[src/rtl/alu_mul_sequencer_pkg.sv]
// Shared ALU definitions: datapath width default and ALU function codes.
// Function codes are 4 bits wide (ALU_PASS=9); the func ports are still 3 bits.
package alu_mul_sequencer_pkg;

  localparam int DEFAULT_WORD_SIZE = 16;
  localparam int FUNC_W            = 3;

  typedef logic [3:0] alu_op_t;

  localparam alu_op_t ALU_ADD  = 4'd0;
  localparam alu_op_t ALU_SUB  = 4'd1;
  localparam alu_op_t ALU_AND  = 4'd2;
  localparam alu_op_t ALU_OR   = 4'd3;
  localparam alu_op_t ALU_NOT  = 4'd4;
  localparam alu_op_t ALU_NEG  = 4'd5;
  localparam alu_op_t ALU_SHL  = 4'd6;
  localparam alu_op_t ALU_SHR  = 4'd7;
  localparam alu_op_t ALU_PASS = 4'd9;

  // Narrow a full op code to the width the ALU ports carry today.
  function automatic logic [FUNC_W-1:0] to_port_func(input alu_op_t op);
    return op[FUNC_W-1:0];
  endfunction

endpackage

[src/rtl/alu_mul_sequencer_if.sv]
// Operand/result bus between the ALU owner (master) and the shared ALU (slave).
interface alu_mul_sequencer_if
  import alu_mul_sequencer_pkg::*;
#(
  parameter int WORD_SIZE = DEFAULT_WORD_SIZE
);
  logic [WORD_SIZE-1:0] alu_a;
  logic [WORD_SIZE-1:0] alu_b;
  logic [FUNC_W-1:0]    alu_func;
  logic [WORD_SIZE-1:0] alu_result;

  modport master (output alu_a, output alu_b, output alu_func, input  alu_result);
  modport slave  (input  alu_a, input  alu_b, input  alu_func, output alu_result);
endinterface

[src/rtl/alu_mul_sequencer_mux.sv]
// 2:1 ownership mux in front of the shared ALU: sequencer operands or EX-stage operands.
module alu_operand_mux #(
  parameter int WORD_SIZE = 16,
  parameter int FUNC_W    = 3
) (
  input  logic                 sel_seq,
  input  logic [WORD_SIZE-1:0] seq_a,
  input  logic [WORD_SIZE-1:0] seq_b,
  input  logic [FUNC_W-1:0]    seq_func,
  input  logic [WORD_SIZE-1:0] ex_a,
  input  logic [WORD_SIZE-1:0] ex_b,
  input  logic [FUNC_W-1:0]    ex_func,
  output logic [WORD_SIZE-1:0] alu_a,
  output logic [WORD_SIZE-1:0] alu_b,
  output logic [FUNC_W-1:0]    alu_func
);
  assign alu_a    = sel_seq ? seq_a    : ex_a;
  assign alu_b    = sel_seq ? seq_b    : ex_b;
  assign alu_func = sel_seq ? seq_func : ex_func;
endmodule

[src/rtl/alu_mul_sequencer.sv]
// Shift-add multiplier that borrows the CPU's shared ALU; yields the low WORD_SIZE bits of A*B.
// EX-stage operands pass through to the ALU whenever the sequencer is not busy.
module alu_mul_sequencer
  import alu_mul_sequencer_pkg::*;
#(
  parameter int WORD_SIZE = DEFAULT_WORD_SIZE,
  parameter int CNT_W     = 5
) (
  input  logic                 clk,
  input  logic                 reset_n,
  input  logic                 start,
  input  logic                 abort,
  input  logic [WORD_SIZE-1:0] mul_a,
  input  logic [WORD_SIZE-1:0] mul_b,
  input  logic [WORD_SIZE-1:0] ex_a,
  input  logic [WORD_SIZE-1:0] ex_b,
  input  logic [FUNC_W-1:0]    ex_func,
  alu_mul_sequencer_if.master  alu,
  output logic                 busy,
  output logic                 done,
  output logic [WORD_SIZE-1:0] product
);

  typedef enum logic [1:0] {S_IDLE, S_ADD, S_SHIFT, S_DONE} state_t;

  state_t               state_q, state_d;
  logic [WORD_SIZE-1:0] acc_q, acc_d;
  logic [WORD_SIZE-1:0] mcand_q, mcand_d;
  logic [WORD_SIZE-1:0] mplier_q, mplier_d;
  logic [WORD_SIZE-1:0] product_q, product_d;
  logic [CNT_W-1:0]     count_q, count_d;
  logic [WORD_SIZE-1:0] nm;
  logic [WORD_SIZE-1:0] seq_a, seq_b;
  logic [FUNC_W-1:0]    seq_func;
  logic                 accept;

  always_ff @(posedge clk or negedge reset_n) begin
    if (!reset_n) begin
      state_q   <= S_IDLE;
      acc_q     <= '0;
      mcand_q   <= '0;
      mplier_q  <= '0;
      product_q <= '0;
      count_q   <= '0;
    end else begin
      state_q   <= state_d;
      acc_q     <= acc_d;
      mcand_q   <= mcand_d;
      mplier_q  <= mplier_d;
      product_q <= product_d;
      count_q   <= count_d;
    end
  end

  always_comb begin
    state_d   = state_q;
    acc_d     = acc_q;
    mcand_d   = mcand_q;
    mplier_d  = mplier_q;
    product_d = product_q;
    count_d   = count_q;
    seq_a     = '0;
    seq_b     = '0;
    seq_func  = to_port_func(ALU_ADD);
    nm        = mplier_q >> 1;
    accept    = start && (state_q == S_IDLE || state_q == S_DONE);

    case (state_q)
      S_ADD: begin
        seq_a    = acc_q;
        seq_b    = mcand_q;
        seq_func = to_port_func(ALU_ADD);
        acc_d    = alu.alu_result;
        state_d  = S_SHIFT;
      end
      S_SHIFT: begin
        seq_a    = mcand_q;
        seq_b    = '0;
        seq_func = to_port_func(ALU_SHL);
        mcand_d  = alu.alu_result;
        mplier_d = nm;
        count_d  = count_q + 1'b1;
        // count_q is the number of shifts already done, so this is the last bit position.
        if (nm == '0 || count_q == CNT_W'(WORD_SIZE - 1)) begin
          state_d   = S_DONE;
          product_d = acc_q;
        end else if (nm[0]) begin
          state_d = S_ADD;
        end else begin
          state_d = S_SHIFT;
        end
      end
      S_DONE:  state_d = S_IDLE;
      default: state_d = S_IDLE;
    endcase

    if (accept) begin
      acc_d    = '0;
      mcand_d  = mul_a;
      mplier_d = mul_b;
      count_d  = '0;
      if (mul_b == '0) begin
        state_d   = S_DONE;
        product_d = '0;
      end else if (mul_b[0]) begin
        state_d = S_ADD;
      end else begin
        state_d = S_SHIFT;
      end
    end

    // Flush wins over everything, including a same-cycle start; the last product is kept.
    if (abort) begin
      state_d   = S_IDLE;
      product_d = product_q;
    end
  end

  assign busy    = (state_q == S_ADD) || (state_q == S_SHIFT);
  assign done    = (state_q == S_DONE);
  assign product = product_q;

  alu_operand_mux #(
    .WORD_SIZE (WORD_SIZE),
    .FUNC_W    (FUNC_W)
  ) u_alu_operand_mux (
    .sel_seq  (busy),
    .seq_a    (seq_a),
    .seq_b    (seq_b),
    .seq_func (seq_func),
    .ex_a     (ex_a),
    .ex_b     (ex_b),
    .ex_func  (ex_func),
    .alu_a    (alu.alu_a),
    .alu_b    (alu.alu_b),
    .alu_func (alu.alu_func)
  );

endmodule

[src/flat_wrapper.sv]
// flat-port wrapper written by rule: the top's interface ports become plain ports
module alu_mul_sequencer_flat import alu_mul_sequencer_pkg::*;
#(
  parameter int WORD_SIZE = DEFAULT_WORD_SIZE,
  parameter int CNT_W     = 5
)
  (clk, reset_n, start, abort, mul_a, mul_b, ex_a, ex_b, ex_func, busy, done, product, alu_alu_a, alu_alu_b, alu_alu_func, alu_alu_result);
  alu_mul_sequencer_if #(.WORD_SIZE(WORD_SIZE)) alu_i ();
  input  logic clk;
  input  logic reset_n;
  input  logic start;
  input  logic abort;
  input  logic [WORD_SIZE-1:0] mul_a;
  input  logic [WORD_SIZE-1:0] mul_b;
  input  logic [WORD_SIZE-1:0] ex_a;
  input  logic [WORD_SIZE-1:0] ex_b;
  input  logic [FUNC_W-1:0] ex_func;
  output logic busy;
  output logic done;
  output logic [WORD_SIZE-1:0] product;
  output wire logic [$bits(alu_i.alu_a)-1:0] alu_alu_a;
  output wire logic [$bits(alu_i.alu_b)-1:0] alu_alu_b;
  output wire logic [$bits(alu_i.alu_func)-1:0] alu_alu_func;
  input wire logic [$bits(alu_i.alu_result)-1:0] alu_alu_result;
  assign alu_alu_a = alu_i.alu_a;
  assign alu_alu_b = alu_i.alu_b;
  assign alu_alu_func = alu_i.alu_func;
  assign alu_i.alu_result = alu_alu_result;
  alu_mul_sequencer #(.WORD_SIZE(WORD_SIZE), .CNT_W(CNT_W)) u_core (.clk(clk), .reset_n(reset_n), .start(start), .abort(abort), .mul_a(mul_a), .mul_b(mul_b), .ex_a(ex_a), .ex_b(ex_b), .ex_func(ex_func), .alu(alu_i), .busy(busy), .done(done), .product(product));
endmodule
[config.mk]
export PLATFORM = sky130hd
export DESIGN_NAME = alu_mul_sequencer_flat
export DESIGN_NICKNAME = d
export VERILOG_FILES = /design/src/rtl/alu_mul_sequencer_pkg.sv /design/src/rtl/alu_mul_sequencer_if.sv /design/src/rtl/alu_mul_sequencer_mux.sv /design/src/rtl/alu_mul_sequencer.sv /design/src/flat_wrapper.sv
export SDC_FILE = /design/constraint.sdc
export NUM_CORES = 1
export LEC_CHECK = 0
export ABC_AREA = 1
export CORE_ASPECT_RATIO = 1.5
export CORE_UTILIZATION = 41
export DETAILED_ROUTE_END_ITERATION = 10
export GPL_TIMING_DRIVEN = 0
export HOLD_SLACK_MARGIN = 0.15
export PLACE_DENSITY = 0.77
export SYNTH_ARGS = -nofsm -noshare
export SYNTH_HDL_FRONTEND = slang
export SYNTH_SLANG_ARGS = --single-unit
[constraint.sdc]
create_clock -name clk -period 1.88 [get_ports clk]
set_clock_uncertainty 0.2 [all_clocks]
set_input_delay 0.564 -clock clk [delete_from_list [all_inputs] [get_ports clk]]
set_output_delay 0.564 -clock clk [all_outputs]
set_load 0.02 [all_outputs]
-- Word level (Yosys, flattened, before mapping)
Index checks and enable logic that the tools add are counted.
- reduce and logical (&&, ||, !) cells: 9
- equal/unequal tests: 4
- mux-type cells: 25
- $add $sub $neg: 1
- operators by type and width (cell ; count):
    16-bit 2-to-1 mux ; 13
    16-bit zero test ; 2
    16-bit one-hot mux with 2 select lines ; 1
    2-bit 2-to-1 mux ; 6
    5-bit 2-to-1 mux ; 2
    3-bit 2-to-1 mux ; 2
    5-bit by 1-bit adder with 5-bit output, second input constant ; 1
    5-bit by 4-bit equality test with 1-bit output, second input constant ; 1
    2-bit equality test, second input constant ; 2
    2-bit one-hot mux with 2 select lines ; 1
    2-bit nonzero test ; 2
    1-bit logical OR ; 3
    2-bit by 1-bit equality test with 1-bit output, second input constant ; 1
    2-bit zero test ; 1
    1-bit logical AND ; 1
- flip-flop bits (word level): 71
- output and inout bits: 53
- bits of input ports: 87

-- Longest topological paths before layout
- depth in word-level cells: 6
- gate-level depth with buffers: 11
- mapped depth without buffers: 10

-- Modules after synthesis
A second synthesis with hierarchy kept.
- cells, all modules: 623
- area, all modules: 4252.8 um^2
- by module, submodules not included (module ; instances ; cells each ; sequential area each (um^2) ; area each (um^2)):
    alu_mul_sequencer ; 1 ; 510 ; 1751.7 ; 3746.1
    alu_operand_mux ; 1 ; 113 ; 0.0 ; 506.7

-- Worst setup path after synthesis
Ideal clock, no wire load.
- kind: register to output
- start point: register u_core.state_q[0]
- end point: output port alu_alu_b[10]
- cell stages (with the launch flop): 8
- arrival: 1.830 ns
- path buffers: 2
- setup slack: -0.714 ns
- data required time: 1.116 ns
- path through: dfrtp_1 inv_1 ha_1 buf_2 inv_1 nand2_1 clkbuf_1 o21ai_0
- longest elaborated chain between the ends: 3
- RTL lines (element ; RTL line ; source):
    start, declared ; alu_mul_sequencer.sv:26 ; state_t state_q, state_d;
    start signal, assigned ; alu_mul_sequencer.sv:46 ; state_q <= state_d;
    2-bit by 1-bit equality test with 1-bit output or 2-bit equality test (tied branches) ; alu_mul_sequencer.sv:119 ; assign busy = (state_q == S_ADD) || (state_q == S_SHIFT);
    1-bit logical OR (*) ; alu_mul_sequencer.sv:119 ;
    named net busy ; flat_wrapper.sv:18 ; output logic busy;
    16-bit 2-to-1 mux (*) ; alu_mul_sequencer_mux.sv:18 ; assign alu_b = sel_seq ? seq_b : ex_b;
    end, declared ; flat_wrapper.sv:22 ; output wire logic [$bits(alu_i.alu_b)-1:0] alu_alu_b;
The timed path passes the listed nets; every way through them passes the cells marked *.

-- Final worst setup path
- start point: register u_core.state_q[0]
- end point: output port alu_alu_a[9]
- longest elaborated chain between the ends: 3
- RTL lines (element ; RTL line ; source):
    2-bit equality test or 2-bit by 1-bit equality test with 1-bit output (tied branches) ; alu_mul_sequencer.sv:68, alu_mul_sequencer.sv:119 ;
    16-bit one-hot mux with 2 select lines or 1-bit logical OR (tied branches) ; alu_mul_sequencer.sv:68, alu_mul_sequencer.sv:119 ;
    16-bit 2-to-1 mux (*) ; alu_mul_sequencer_mux.sv:17 ; assign alu_a = sel_seq ? seq_a : ex_a;
    end, declared ; flat_wrapper.sv:21 ; output wire logic [$bits(alu_i.alu_a)-1:0] alu_alu_a;
Mark *: on every way between the ends. The rest lies on a longest branch, timed or not.

==> summary.md <==
| Metric | Value |
|---|---|
| Met2 WL | ~10000 um |
| Peak VDD IR | 642.6 uV |
| Register bit count reported by yosys | 70 |
| GRT Total Usage | 0.3121 |
| Ys Warns | 0 |
| Slew Limit Fails | 0 |
| Area delta synth->final | 95.66% |
| Vias in the first global route | 4767 |
| DIE AREA | between 0.009 and 0.01 mm^2 |
| First-pass GRT wire length | 22940 um |
| Critical path launch point type | flip-flop |
| Final #Nets | ~830 |
| Starting Density | 0.4236 |
| Row count | 43 |
| Status | complete, but fails checks |
| WL met1 | 5905 um |
| Synth Net Count | between 600 and 700 |
| Cell accounting for the most synthesized area | dfrtp_1 |
| DIE WIDTH | 81.84 um |
| Most frequent cells in the layout | nand2_1 (133), clkdlybuf4s50_1 (84), inv_1 (72), dfrtp_1 (70), buf_6 (50) |
| Final wirelength | between 15000 and 20000 um |
| Pwr dens | between 800 and 900 mW/mm^2 |
| Hold buffers post-CTS | 0 |
| Top layer in use | met4 |
| CTS buffer count | 9 |
| RSZ-0062 raised after global routing | yes |
| Die height | between 100 and 150 um |
| Via count | ~5000 |
| Initial antenna violation count | 0 |
| Layout cells sized above 1 | 0.3624 |
| Routed vias/inst | about 6 |
| Clock transition at path regs | about 0.060 ns |
| CP arrival | around 1.9 ns |
| Mapped Area | about 0.0039 mm^2 |
| Mean Syn Cell Area | 7.300 um^2 |
| Gr ovfl total | 0 |
| Post-Layout Cell Count | around 860 |
| P_leak | roughly 3.5 nW |
| Final setup margin | -0.7428 ns |
| Final min period | 2.623 ns |
| CTS Root Cell | clkbuf_16 |
| Hpwl dp | slightly above 10000 um |
| I/O pin total | 140 |
| Crit Path Max Fanout | 7 |
| Max Cap Viol | 0 |
| First drt pass iteration count | 5 |
| Seq/Total Area, Yosys | 0.4469 |
| Worst-Margin Slew | slightly above 0.9 ns |
| DRT iter0 DRCs | between 400 and 500 |
| Largest net degree at the start of global routing | 71 |
| Synth Instances | ~540 |
| Post-synth cell types | 25 |
| Most common cell after layout, fill and taps aside | nand2_1 |
| Failing checks | negative setup slack |
| Fin crit share | 1.395 |
| Fmax achieved | ~380 MHz |
| Routability-driven placement congestion ratio | between 0.8 and 0.9 |
| Slew headroom | 0.3816 |
| Critical path endpoint category | primary output |
| Final Core Density | 0.8288 |
| # clock sinks | 70 |
| Final setup viols | approximately 110 |
| Hold violation count in the final report | 0 |
| DP Cell Count | between 700 and 800 |
| Detail Route Antenna Nets | 0 |
| Final TNS setup | -37.12 ns |
| Share of the synthesized area in the top cell type | 0.4469 |
| CP Data Required Time | between 1 and 1.5 ns |
| Worst hold path class | in2async |
| TritonCTS clock tree | yes |
| DRC violations left | 0 |
| # diodes | 0 |
| Wire length per cell | approximately 21 um |
| Clock tree buffer depth | 2 |
| WL met3 | approximately 1200 um |
| Worst skew pair latency | 0.35 ns |
| DP Worst Slack | -1.196 ns |
| Top post-synthesis cells by area | dfrtp_1 (45%), nand2_1 (16%), o21ai_0 (9.2%) |
| Worst setup path class | reg2out |
| Port bufs | roughly 140 |
| Htree depth | 3 |
| Core ar. | 0.009254 mm^2 |
## area by class of cell
type	instances	area, um^2
plain buffers	29	366.6
clock buffers	13	250.2
clock inverters	3	67.56
fillers	462	1584
inverters	82	345.3
multi-input cells	355	2648
flip-flops and latches	70	1752
well taps	112	140.1
repair buffers	193	2101
## critical path, stage by stage (launching register included)
cell and delay (ns):
dfrtp_1 0.40, inv_2 0.08, ha_4 0.22, buf_6 0.13, nor2_4 0.15, inv_8 0.08
buf_16 0.15, o221ai_4 0.16, buf_6 0.15
## power breakdown
part           switching (mW)  internal, mW  total, mW  leakage, nW
sequential              0.173          1.75       1.92        0.907
combinational            1.51          1.19       2.70         2.45
clock                   0.665          1.20       1.86        0.150
## cell families (layout without fill, tap and decap cells)
kind of cell | count (synthesis) | count (layout) | synth area share
compound gates | 110 | 110 | 0.1682
fa+ha+maj | 5 | 5 | 0.01596
buf+inv | 112 | 320 | 0.1165
flops | 70 | 70 | 0.4469
simple gates | 240 | 240 | 0.2525
## worst paths after layout
kind	from	end	slack [ns]	depth (start not counted)
worst max-delay path	u_core.state_q[0]	alu_alu_a[9]	-0.74	8
worst min-delay path	reset_n	u_core.mplier_q[2]	0.12	1
worst max register to register	u_core.state_q[0]	u_core.acc_q[7]	-0.34	10
worst min register to register	u_core.acc_q[14]	u_core.acc_q[14]	0.30	2
max in group asynchronous	reset_n	u_core.acc_q[13]	0.73	1
min in group clk	u_core.acc_q[14]	u_core.acc_q[14]	0.30	2
## stage by stage
step,hold WS (ns),power (mW),instance area (um^2)
floorplan,0.06841,3.034,4466
global placement,0.2704,3.731,5987
detailed placement,0.2750,3.782,5984
CTS,0.1779,5.905,6897
global route,0.2274,6.711,7670
finish,0.1243,6.485,7670
## registers in the layout, indices dropped and copies added (netlist names)
signal / count
u_core.count_q: 5
u_core.mcand_q: 16
u_core.product: 16
u_core.state_q: 2
u_core.acc_q: 16
u_core.mplier_q: 15
## cell usage after synthesis (all sizes together)
library cell and n:
nor4 1, o211ai 16, nand2 173, dfrtp 70, a21oi 2, a31oi 2, nand3 38, buf 19
o221ai 17, nor2 23, inv 82, ha 5, clkbuf 11, a211oi 1, nor3 5, o21ai 72
## layer usage
| metal | GRT usage | up-vias |
|---|---|---|
| met2 | 0.5682 | 335 |
| met1 | 0.3288 | 2417 |
| met5 | 0 | - |
| met4 | 0.1820 | 0 |
| li1 | - | 2152 |
| met3 | 0.04569 | 104 |
## timing repair
item | 4_1_cts | 5_1_grt
pin swaps | 7 | 22
buffers inserted | 18 | 25
resized for setup | 343 | 129
setup endpoints to repair | 104 | 106
gates cloned | 5 | 9
Power figures use the tool's default switching activity.
